File: src/rtl/useq_prog_loader.sv
// Program loader for useq: receives a framed byte stream (SYNC, LEN, data, CSUM) into a
// 256x8 program memory and holds the core in reset until a checksum-verified image is in place.
module useq_prog_loader #(
    parameter logic [7:0] SYNC_BYTE      = 8'hA5,
    parameter logic [7:0] LOAD_BASE      = 8'h00,
    parameter int         TIMEOUT_CYCLES = 100000,
    parameter int         TO_W           = 17
) (
    input  logic       clk,
    input  logic       rst_n,
    input  logic [7:0] rx_data,
    input  logic       rx_valid,
    output logic       rx_ready,
    input  logic [7:0] mem_addr,
    output logic [7:0] mem_data,
    output logic       cpu_rst_n,
    output logic       busy,
    output logic       load_ok,
    output logic       load_err
);

    typedef enum logic [1:0] {
        S_IDLE,
        S_LEN,
        S_DATA,
        S_CSUM
    } state_t;

    state_t      state_q;
    logic        rx_ready_q;
    logic        cpu_rst_n_q;
    logic        load_ok_q;
    logic        load_err_q;
    logic [7:0]  wr_addr_q;
    logic [7:0]  sum_q;
    logic [8:0]  rem_q;
    logic [TO_W-1:0] to_q;

    logic [7:0]  mem [256];

    logic        accept;
    logic        mem_we;
    logic        to_expired;
    logic [7:0]  wr_addr_d;
    logic [7:0]  sum_d;
    logic [8:0]  rem_d;

    always_comb begin
        accept     = rx_valid & rx_ready_q;
        mem_we     = accept && (state_q == S_DATA);
        to_expired = (to_q == TO_W'(TIMEOUT_CYCLES - 1));
        wr_addr_d  = wr_addr_q + 8'd1;
        sum_d      = sum_q + rx_data;
        rem_d      = rem_q - 9'd1;
    end

    // Program memory is deliberately not reset; contents survive rst_n.
    always_ff @(posedge clk) begin
        if (mem_we) begin
            mem[wr_addr_q] <= rx_data;
        end
    end

    assign mem_data = mem[mem_addr];

    always_ff @(posedge clk or negedge rst_n) begin
        if (!rst_n) begin
            state_q     <= S_IDLE;
            rx_ready_q  <= 1'b0;
            cpu_rst_n_q <= 1'b0;
            load_ok_q   <= 1'b0;
            load_err_q  <= 1'b0;
            wr_addr_q   <= 8'h00;
            sum_q       <= 8'h00;
            rem_q       <= 9'd0;
            to_q        <= '0;
        end else begin
            rx_ready_q <= 1'b1;
            if (state_q == S_IDLE) begin
                to_q <= '0;
                if (accept && (rx_data == SYNC_BYTE)) begin
                    state_q     <= S_LEN;
                    cpu_rst_n_q <= 1'b0;
                    load_ok_q   <= 1'b0;
                    load_err_q  <= 1'b0;
                    sum_q       <= 8'h00;
                    wr_addr_q   <= LOAD_BASE;
                end
            end else if (accept) begin
                to_q <= '0;
                case (state_q)
                    S_LEN: begin
                        // A zero length field encodes a full 256-byte image.
                        rem_q   <= (rx_data == 8'h00) ? 9'd256 : {1'b0, rx_data};
                        state_q <= S_DATA;
                    end
                    S_DATA: begin
                        wr_addr_q <= wr_addr_d;
                        sum_q     <= sum_d;
                        rem_q     <= rem_d;
                        if (rem_q == 9'd1) begin
                            state_q <= S_CSUM;
                        end
                    end
                    S_CSUM: begin
                        state_q <= S_IDLE;
                        if (rx_data == sum_q) begin
                            load_ok_q   <= 1'b1;
                            cpu_rst_n_q <= 1'b1;
                        end else begin
                            load_err_q  <= 1'b1;
                        end
                    end
                    default: state_q <= S_IDLE;
                endcase
            end else if (to_expired) begin
                state_q    <= S_IDLE;
                load_err_q <= 1'b1;
                to_q       <= '0;
            end else begin
                to_q <= to_q + 1'b1;
            end
        end
    end

    assign rx_ready  = rx_ready_q;
    assign cpu_rst_n = cpu_rst_n_q;
    assign load_ok   = load_ok_q;
    assign load_err  = load_err_q;
    assign busy      = (state_q != S_IDLE);

endmodule

File: config.mk
export PLATFORM = sky130hd
export DESIGN_NAME = useq_prog_loader
export DESIGN_NICKNAME = d
export VERILOG_FILES = /design/src/rtl/useq_prog_loader.sv
export SDC_FILE = /design/constraint.sdc
export NUM_CORES = 2
export LEC_CHECK = 0
export CAP_MARGIN = 20
export CORE_UTILIZATION = 40
export CTS_BUF_LIST = sky130_fd_sc_hd__clkbuf_2 sky130_fd_sc_hd__clkbuf_4 sky130_fd_sc_hd__clkbuf_8
export DETAILED_ROUTE_END_ITERATION = 8
export PLACE_DENSITY = 0.6
export SYNTH_ARGS = -nofsm -noshare
export SYNTH_HDL_FRONTEND = slang
export SYNTH_SLANG_ARGS = --single-unit
File: constraint.sdc
create_clock -name clk -period 3.9 [get_ports clk]
set_input_delay 0.78 -clock clk [delete_from_list [all_inputs] [get_ports clk]]
set_output_delay 0.78 -clock clk [all_outputs]
set_load 0.005 [all_outputs]
## After elaboration in Yosys (flattened, before gate mapping)

Memory sizes are Yosys's and may differ from the RTL's.
Index checks and enable logic that the tools add are counted.

- Register bits: 47
- Output and inout bits: 13
- Memories: 1
- RAM bits: 2048
- Bits of input ports: 19
- Logic and storage cells: 72
- Memory bits (read-only): 0
- Latch bits: 0

- Reductions and logical operators: 16
- Divide/modulo/power cells: 0
- $mul: 0
- Muxes and demuxes: 30
- Shift-type cells: 0
- Equality and inequality tests: 11
- $lt $le $gt $ge: 0
- Bitwise gates (word level): 2
- Add/sub/neg operators: 4

Memories:

| name | words | width | rd ports | clocked after memory_dff | write ports | RTL line | source |
|---|---|---|---|---|---|---|---|
| mem | 256 | 8 | 1 | 0 | 1 | 39 | `logic [7:0] mem [256];` |

Operators with widths:

| operator | number |
|---|---|
| two-way mux 8 bit | 7 |
| two-way mux 17 bit | 3 |
| case mux 9 bit (2 select lines) | 1 |
| adder 17 x 1 -> 17 bit, second input constant | 1 |
| equality test 17 bit, second input constant | 1 |
| two-way mux 1 bit | 12 |
| nonzero test 2 bit | 6 |
| two-way mux 2 bit | 5 |
| equality test 9 x 1 -> 1 bit, second input constant | 1 |
| two-way mux 9 bit | 1 |
| AND reduction 3 bit | 3 |
| subtractor 9 x 1 -> 9 bit, second input constant | 1 |
| adder 8 x 1 -> 8 bit, second input constant | 1 |
| adder 8 bit | 1 |
| equality test 8 bit | 1 |
| equality test 8 bit, second input constant | 1 |
| zero test 8 bit | 1 |
| AND reduction 4 bit | 2 |
| equality test 2 bit, second input constant | 2 |
| != test 4 x 2 -> 1 bit, second input constant | 1 |
| case mux 2 bit (2 select lines) | 1 |
| != test 3 x 1 -> 1 bit, second input constant | 1 |
| != test 3 bit, second input constant | 1 |
| nonzero test 3 bit | 1 |
| other kinds (6) | 7 |

## Logic depth before layout (Yosys ltp)

- Depth after elaboration: 5
- Gate-level depth with buffers: 12

## Worst setup path before layout

No wires, ideal clock.

- Path type: input to output
- From: in mem_addr[0]
- To: out mem_data[0]
- Data required time: 3.120 ns
- Slack: 0.430 ns
- Arrival time: 2.690 ns
- Stages: 9
- Cells stage by stage: buf_2 -> buf_4 -> buf_2 -> mux4_2 -> mux4_2 -> a21oi_1 -> a21oi_1 -> o21ai_0 -> a31oi_1

- Cells in the longest elaborated chain, start to end: 1

Ends and longest elaborated chain:

| what | RTL line | source |
|---|---|---|
| from (decl) | 14 | `input logic [7:0] mem_addr,` |
| memory (256 x 8 bit) | n/a |  |
| to (decl) | 15 | `output logic [7:0] mem_data,` |

No other way between the ends.

## Worst setup path in the final report

- From: in mem_addr[0]
- To: out mem_data[7]

The elaborated chain is that of the path after synthesis.

==> metrics.md <==
| Metric | Value |
|---|---|
| Die height | `454 µm` |
| Peak fanout along the critical path | `11` |
| Cell with the most instances after synthesis | `edfxtp_1` |
| Post-synth EDFFs | `between 2000 and 2500` |
| Start point of the critical path | `mem_addr[0]` |
| Cell internal pwr | `between 30 and 40 mW` |
| Worst-path clk slew | `50 ps` |
| Slew Limit Fails | `0` |
| Fin worst setup slack | `-372 ps` |
| Leakage | `31.4 nW` |
| Max frequency | `between 200 and 250 MHz` |
| Final HPWL DP | `126 mm` |
| Share of cells above drive strength 1 | `between 30% and 40%` |
| Via-to-Cell Ratio | `5.50` |
| CP Class | `in -> out` |
| Slew @ Worst Pin | `approximately 1200 ps` |
| Failing checks | `setup timing` |
| Cts bufs inserted | `roughly 350` |
| Htree depth | `5` |
| DR WL/cell | `between 20 and 30 µm` |
| Filler cells | `approximately 17000` |
| Comb pwr share | `between 6 and 7%` |
| Design Power | `around 46 mW` |
| Synth area leader | `edfxtp_1` |
| Bufs on Longest Clock Path | `4` |
| Worst VDD drop | `~0.00032 V` |
| Unique masters post-synth | `52` |
| Total wire length | `~200 mm` |
| Ys Warns | `0` |
| Final setup violation count | `8` |
| Mapped cell area | `slightly above 80000 µm²` |
| Post-synth top flop | `edfxtp_1` |
| Clock latency on the worst-skew pair | `roughly 1000 ps` |
| Psw | `10.4 mW` |
| Ports | `32` |
| Worst rel slew slack | `around a quarter` |
| Critical Path Start Type | `primary input` |
| Unrepaired setup endpoints after global routing | `yes` |
| Sink Count | `about 2100` |
| Syn_area_per_cell | `21.0 µm²` |
| Area grow syn2layout | `17.9%` |
| WP data required | `approximately 3100 ps` |
| Total track usage | `roughly a fifth` |
| GR Overflow Total | `0` |
| Clk root buf | `clkbuf_8` |
| Vias in the first global route | `around 43000` |
| Clock network power share | `39.8%` |
| Cell area power density | `~480 nW/µm²` |
| Routability cong. | `about 0.83` |
| Synth top cells by count | `edfxtp_1 (2048), mux4_2 (526), nor2_1 (321)` |
| Final Hold Viols | `0` |
| Reg-to-reg startpoint | `wr_addr_q[2]` |
| Hold Path Depth | `1` |
| Async S/R FF share, synth | `2.24%` |
| Status | `complete, but fails checks` |
| Non-Filler Instances | `between 7000 and 8000` |
| Final min period | `roughly 4300 ps` |
| Final setup TNS | `-2730 ps` |
| Element type at the critical path end | `primary output` |
| MaxCap Viol Count | `0` |
| Sequential Area | `between 60000 and 70000 µm²` |
| Global-route wire length before repair | `approximately 290 mm` |
| Antenna-violating nets left | `0` |
| Mapped Cells | `between 3000 and 4000` |
| IO Port Bufs | `31` |
| Syn Nets | `about 3900` |
| CTS tree | `yes` |
| Area of the multi-input gates | `18300 µm²` |
| Initial antenna violation count | `11` |
| Die ar. | `a little over 200000 µm²` |
| Dpl cells | `6936` |
| Largest net degree at the start of global routing | `213` |
| Final Skew | `68.0 ps` |
| Synth Register Bits | `roughly 2100` |
| Sequential Power Share | `53.7%` |
| Vias | `41500` |
| HP Start | `rx_data[2]` |
| Hold Crit Class | `in -> reg` |
| Crit path DAT | `3490 ps` |
| Die W | `454 µm` |
| Sw Share | `roughly 22%` |
| Final #Nets | `roughly 4700` |
| Residual DRC | `0` |
| R2R depth | `3` |
| Starting Density | `around two fifths` |
| Core ar. | `203000 µm²` |
| Final worst path period share | `110%` |
| Post-synthesis sequential area ratio | `76.6%` |
| Share of the synthesized area in the top cell type | `around 75%` |
| 1st-pass router iterations | `5` |
| Site Rows | `about 170` |
| Initial drt markers | `between 4000 and 5000` |
| Synth area leaders | `edfxtp_1 (75%), mux4_2 (14%), mux2i_1 (1.6%)` |
[worst paths after layout]
path / endpoint / slack [ps]
min reg2reg: to_q[0] / 500
max in group asynchronous: wr_addr_q[6] / 2760
min in group asynchronous: to_q[1] / 410
max reg2reg: mem[53][3] / 990
max: mem_data[7] / -370
min: mem[6][2] / 130
[layout make-up]
type / count / share of cell area, %
Antenna cell: 6 / 0.0156
Clock buffer: 448 / 5.83
Clock inverter: 144 / 0.899
Inverter: 17 / 0.0662
Multi-Input combinational cell: 1548 / 19.0
Sequential cell: 2095 / 65.0
Tap cell: 2672 / 3.47
Timing Repair Buffer: 611 / 5.78
[per-layer routing]
layer  global-route usage, %  vias to the layer above  wire length, µm
met5                       0                        -              108
met4                    6.16                       14             5320
met3                    4.25                      377            15200
met2                    30.5                     1607            95600
met1                    27.1                    21800            84500
li1                        -                    17700                -
[state kept, by name, indices dropped and copies added (netlist names), 2 cells and up]
| signal | count |
|---|---|
| mem | 2048 |
| rem_q | 9 |
| state_q | 2 |
| sum_q | 8 |
| to_q | 17 |
| wr_addr_q | 8 |
[per-stage QoR]
step	instance area, µm²	worst slack (ps)	hold slack (ps)	utilization, %
3_3_place_gp	89500	-1080	481	44.2
6_report	96500	-372	129	47.6
5_1_grt	96500	-485	58.6	47.6
3_5_place_dp	89500	-1050	487	44.2
2_1_floorplan	81800	430	455	-
4_1_cts	96200	-500	30.6	47.5
[repair_timing]
action | 4_1_cts | 5_1_grt
resized for setup | 81 | 17
gates cloned | 0 | 1
pin swaps | 12 | 8
setup endpoints to repair | 8 | 8
hold buffers | 1 | 0
setup buffers | 0 | 8
endpoints found under the hold margin | 33 | 0
[critical path, cell delays in order]
cell,delay (ps)
buf_8,170
buf_16,200
buf_16,170
buf_4,130
mux4_2,500
mux4_2,560
o22ai_1,200
buf_4,170
nor2_1,80
o31ai_4,80
buf_12,150
a31oi_2,60
buf_2,180
[power by group through the flow]
stage	clock, mW	combinational, mW	sequential [mW]
6_report	18.5	3.02	24.9
3_3_place_gp	0	2.94	25.4
4_1_cts	18.9	3.03	24.9
3_5_place_dp	0	2.99	25.4
5_1_grt	19.8	3.23	24.9
2_1_floorplan	0	1.56	25.4
[layout by cell type, fill, tap and decap left out, types with 36 or more instances in the layout]
cell type	instances
nor2_1	320
mux4_2	526
clkinv_1	83
a21oi_1	50
mux2i_1	125
nand2_1	108
dfrtp_1	47
edfxtp_1	2048
buf_4	505
buf_12	61
nand3_1	46
clkinv_2	43
clkbuf_4	87
o221ai_1	38
a22oi_1	36
clkbuf_8	361
[kinds of logic (layout without fill, tap and decap cells)]
kind of cell,count (synthesis),count (layout),synth area share [%]
muxes,658,658,16.1
DFF,2095,2095,76.6
AOI/OAI and AO/OA,277,277,2.32
other,1,7,0.00458
buffers and inverters,252,1220,1.48
xor gates and xnor gates,27,27,0.289
adders and majority gates,19,19,0.300
and+or+nand+nor,566,566,2.93
Note: power is estimated with default switching activity, not from simulation.
